--- config.mk ---
export PLATFORM = sky130hd
export DESIGN_NAME = binary_octal_stream_dec
export DESIGN_NICKNAME = d
export VERILOG_FILES = /design/src/rtl/binary_octal_stream_dec.sv
export SDC_FILE = /design/constraint.sdc
export NUM_CORES = 1
export LEC_CHECK = 0
export BUFFER_PORTS_ARGS = -buffer_cell sky130_fd_sc_hd__buf_2
export CAP_MARGIN = 20
export CORE_MARGIN = 1
export CORE_UTILIZATION = 55
export DETAILED_ROUTE_END_ITERATION = 8
export HOLD_SLACK_MARGIN = 0.1
export PLACE_DENSITY = 0.9
export SLEW_MARGIN = 0
export SYNTH_ARGS = -nofsm -noshare
export SYNTH_HDL_FRONTEND = slang
export SYNTH_SLANG_ARGS = --single-unit
--- constraint.sdc ---
create_clock -name clk -period 4.3 [get_ports clk]
set_input_delay 0.215 -clock clk [delete_from_list [all_inputs] [get_ports clk]]
set_output_delay 0.215 -clock clk [all_outputs]
set_load 0.005 [all_outputs]
--- src/rtl/binary_octal_stream_dec.sv ---
// binary_octal_stream_dec: streaming 3-to-8 decoder behind a small FIFO.
// Buffers 3-bit binary codes from a valid/ready producer. It presents the head
// code as an 8-bit one-hot word on a valid/ready consumer interface, and it
// counts the words that the consumer has accepted.
// Ports:
//   clk, rst_n           clock (rising edge), asynchronous active-low reset
//   flush                synchronous clear of FIFO contents (count is kept)
//   bin_valid/ready/bin  input handshake and 3-bit code
//   oct_valid/ready/oct  output handshake and one-hot word
//   level                FIFO occupancy, 0..DEPTH
//   count                delivered-word counter, wraps modulo 2^CNT_W
module binary_octal_stream_dec #(
    parameter int unsigned DEPTH = 4,
    parameter int unsigned CNT_W = 16
) (
    input  logic                   clk,
    input  logic                   rst_n,
    input  logic                   flush,
    input  logic                   bin_valid,
    output logic                   bin_ready,
    input  logic [2:0]             bin,
    output logic                   oct_valid,
    input  logic                   oct_ready,
    output logic [7:0]             oct,
    output logic [$clog2(DEPTH):0] level,
    output logic [CNT_W-1:0]       count
);

    localparam int unsigned PTR_W = $clog2(DEPTH);
    localparam int unsigned LVL_W = PTR_W + 1;
    localparam int unsigned CODE_W = 3;

    logic [CODE_W-1:0] mem_q [DEPTH];
    logic [CODE_W-1:0] mem_d [DEPTH];
    logic [PTR_W-1:0]  wr_ptr_q, wr_ptr_d;
    logic [PTR_W-1:0]  rd_ptr_q, rd_ptr_d;
    logic [LVL_W-1:0]  level_q, level_d;
    logic [CNT_W-1:0]  count_q, count_d;
    logic              push, pop;

    // Handshake flags come from registered occupancy only.
    assign bin_ready = (level_q != LVL_W'(DEPTH));
    assign oct_valid = (level_q != LVL_W'(0));
    assign push      = bin_valid && bin_ready;
    assign pop       = oct_valid && oct_ready;

    // The stored code is decoded on the read side.
    assign oct   = oct_valid ? 8'(8'h01 << mem_q[rd_ptr_q]) : 8'h00;
    assign level = level_q;
    assign count = count_q;

    // Next-state logic. A flush takes priority and discards any push or pop
    // in the same cycle.
    always_comb begin
        mem_d    = mem_q;
        wr_ptr_d = wr_ptr_q;
        rd_ptr_d = rd_ptr_q;
        level_d  = level_q;
        count_d  = count_q;
        if (flush) begin
            wr_ptr_d = PTR_W'(0);
            rd_ptr_d = PTR_W'(0);
            level_d  = LVL_W'(0);
        end else begin
            if (push) begin
                mem_d[wr_ptr_q] = bin;
                wr_ptr_d        = wr_ptr_q + PTR_W'(1);
            end
            if (pop) begin
                rd_ptr_d = rd_ptr_q + PTR_W'(1);
                count_d  = count_q + CNT_W'(1);
            end
            case ({push, pop})
                2'b10:   level_d = level_q + LVL_W'(1);
                2'b01:   level_d = level_q - LVL_W'(1);
                default: level_d = level_q;
            endcase
        end
    end

    // State registers.
    always_ff @(posedge clk or negedge rst_n) begin
        if (!rst_n) begin
            for (int i = 0; i < int'(DEPTH); i++) begin
                mem_q[i] <= CODE_W'(0);
            end
            wr_ptr_q <= PTR_W'(0);
            rd_ptr_q <= PTR_W'(0);
            level_q  <= LVL_W'(0);
            count_q  <= CNT_W'(0);
        end else begin
            mem_q    <= mem_d;
            wr_ptr_q <= wr_ptr_d;
            rd_ptr_q <= rd_ptr_d;
            level_q  <= level_d;
            count_q  <= count_d;
        end
    end

endmodule
==> metrics.md <==
| Metric | Value |
|---|---|
| Status | `finished clean` |
| IO buf count | `36` |
| First-pass GRT wire length | `5750 µm` |
| Worst-Skew Late Latency | `0.32 ns` |
| Fillers | `242` |
| Worst-path clk slew | `0.10 ns` |
| Area of the core | `0.00303 mm²` |
| Crit path cell chain | `o31ai_2 > a21oi_1 > fa_1 > a211o_1 > a21o_1 > a21oi_2` |
| Antenna cells | `0` |
| Synthesized area | `about 0.0018 mm²` |
| Hold_ws | `0.182 ns` |
| Worst Path Arrival | `approximately 2.5 ns` |
| Die Span Y | `roughly 58 µm` |
| Post_cts resized | `0` |
| Pwr Total | `1.12 mW` |
| Post-Syn Instances | `154` |
| Total CTS buffers | `5` |
| Clk network pwr share | `0.176` |
| Final GP Congestion | `0.823` |
| Area Growth Syn to Fin | `17.0%` |
| Hold Crit Class | `primary input to register` |
| RSZ-0062 raised after global routing | `no` |
| Share of cells above drive strength 1 | `0.325` |
| Setup TNS | `0 ns` |
| Pre-Repair DR Iteration Count | `4` |
| Initial antenna violation count | `0` |
| CTS Hold Buffers Added | `1` |
| Number of flops mapped to enable cells by yosys | `0` |
| Cell internal pwr | `731 µW` |
| Clock Sinks | `35` |
| Fin util | `0.679` |
| Drt drc | `0` |
| Max-cap violations | `0` |
| Crit Path Max Fanout | `8` |
| Vias per Instance | `5.39` |
| Gr usage total | `0.226` |
| Synth Area per Inst | `11.4 µm²` |
| CTS tree | `built` |
| Crit Path Category | `register to register` |
| Slew HR | `0.495` |
| Via count | `about 1,300` |
| # nets final | `210` |
| Asr flop ratio synth | `1.00` |
| Clock skew | `0.00620 ns` |
| R2R Setup Slk | `about 2.1 ns` |
| Initial core utilization | `0.580` |
| Worst Path Required | `4.55 ns` |
| Final period util | `0.513` |
| CTS H-tree lvls | `2` |
| Buf/Inv on CP | `0` |
| Sequential fraction of design power | `0.452` |
| Final setup violating endpoints | `0` |
| Number of global-route vias before repair | `1,286` |
| Register area share after synthesis | `0.499` |
| Switching share of total power | `0.350` |
| FF+latch count, synth | `35` |
| Top_reg_cell synth | `dfrtp_1` |
| CP max stage delay | `between 0.5 and 0.6 ns` |
| Delay-heaviest family, CP | `compound AO/OA/AOI/OAI gates` |
| Final ANT Viol Nets | `0` |
| Ports | `37` |
| Routed wire per std cell | `14.3 µm` |
| Min Tclk post-route | `2.21 ns` |
| Gr ovfl total | `0` |
| Max Freq | `0.453 GHz` |
| PwrDens | `about 550 mW/mm²` |
| Die ar. | `0.00342 mm²` |
| Crit end category | `register` |
| Clk buf depth | `2` |
| Startpoint Class | `register` |
| DR iter-0 viols | `55` |
| Number of placement rows | `20` |
| Combinational Power Share | `0.372` |
| Final Max Tran Viols | `0` |
| Peak supply drop | `roughly 0.00034 V` |
| Slowest-stage cell, CP | `o31ai_2` |
| Syn nets | `168` |
| Synth warn | `0` |
| Leakage power | `1.03 nW` |
| Yosys cell types | `33` |
| Hpwl dp | `approximately 2600 µm` |
| NetSw | `roughly 390 µW` |
| Die Wd | `58.5 µm` |
| Final Hold Vio Count | `0` |
| Post-CTS Setup Repair Bufs | `0` |
| Clock root buffer | `clkbuf_4` |
| Largest net degree at the start of global routing | `36` |
| Total Routed Length | `3440 µm` |
| Worst Tran Pin Value | `0.757 ns` |
layout by cell type (no fill, tap or decap), types with 3 or more instances in the layout:
master and instances:
clkbuf_4 5, mux2_2 13, nand2_1 14, xor2_1 9, ha_1 5, dfrtp_1 35
nand4_1 4, mux4_2 3, xnor2_1 10, buf_2 36, nand2b_1 5, inv_1 4
nor2_1 18, nor3_1 3, nand3_1 7
cell type report:
| cell class | count | area (µm²) | area share |
|---|---|---|---|
| inverters | 4 | 15.0 | 0.00731 |
| clock buffers | 8 | 68.8 | 0.0335 |
| flip-flops and latches | 35 | 876 | 0.426 |
| repair buffers | 37 | 190 | 0.0926 |
| multi-input cells | 113 | 850 | 0.414 |
| well taps | 44 | 55.1 | 0.0268 |
cells in the mapped netlist (all sizes together), types with 2 or more instances:
library cell	count	area (µm²)
nor3	3	15.0
inv	4	15.0
nand3	7	35.0
xor2	9	78.8
mux4	3	67.6
a21oi	3	18.8
nor2	18	67.6
dfrtp	35	876
mux2	14	158
xnor2	10	87.6
nor4	2	12.5
or2	2	12.5
nand2	15	58.8
and3	2	12.5
ha	5	62.6
nand4	4	25.0
nand2b	5	31.3
per-stage QoR:
step,instance area [µm²],std cells,worst slack [ns]
floorplan,1760,154,2.29
global placement,1980,232,2.24
detailed placement,1980,232,2.13
CTS,2050,241,2.10
global route,2050,241,1.96
finish,2050,241,2.09
final timing paths:
path	cells past startpoint	endpoint	startpoint
max in group asynchronous	2	wr_ptr_q[0]	rst_n
min	2	mem_q[3]	bin[0]
min reg2reg	1	count[15]	count[15]
max reg2reg	6	level[2]	level[0]
min in group asynchronous	2	mem_q[6]	rst_n
max	6	level[2]	level[0]
power by group through the flow:
| stage | logic [mW] | registers [mW] | clock network (mW) |
|---|---|---|---|
| 4_1_cts | 0.420 | 0.508 | 0.201 |
| 5_1_grt | 0.463 | 0.524 | 0.216 |
| 2_1_floorplan | 0.293 | 0.495 | 0 |
| 6_report | 0.418 | 0.508 | 0.198 |
| 3_5_place_dp | 0.416 | 0.516 | 0 |
| 3_3_place_gp | 0.395 | 0.501 | 0 |
state kept, by name, indices dropped and copies added, names as in the netlist:
name / cells
mem_q: 12
wr_ptr_q: 2
count: 16
rd_ptr_q: 2
level: 3
per-layer routing:
| layer | GRT usage | part of all wire | vias to the layer above |
|---|---|---|---|
| li1 | - | - | 611 |
| met1 | 0.253 | 0.43 | 641 |
| met2 | 0.420 | 0.52 | 43 |
| met3 | 0.0637 | 0.049 | 5 |
| met4 | 0.0612 | 0.0084 | 0 |
| met5 | 0 | 0 | - |
logic make-up after synthesis:
logic type               share of synthesized area
flip-flops                                   0.499
AND/OR/NAND/NOR                              0.181
XOR/XNOR                                    0.0948
buffers and inverters                       0.0171
AO/OA/AOI/OAI                               0.0271
multiplexers                                 0.134
adder cells (fa/ha/maj)                     0.0470
worst reg2reg max path, delay by kind of cell (launching register included):
kind	cells	cell delay [ns]
fa+ha+maj	1	0.41
compound gates	5	1.27
flops	1	0.48
Note: power is estimated with default switching activity, not from simulation.
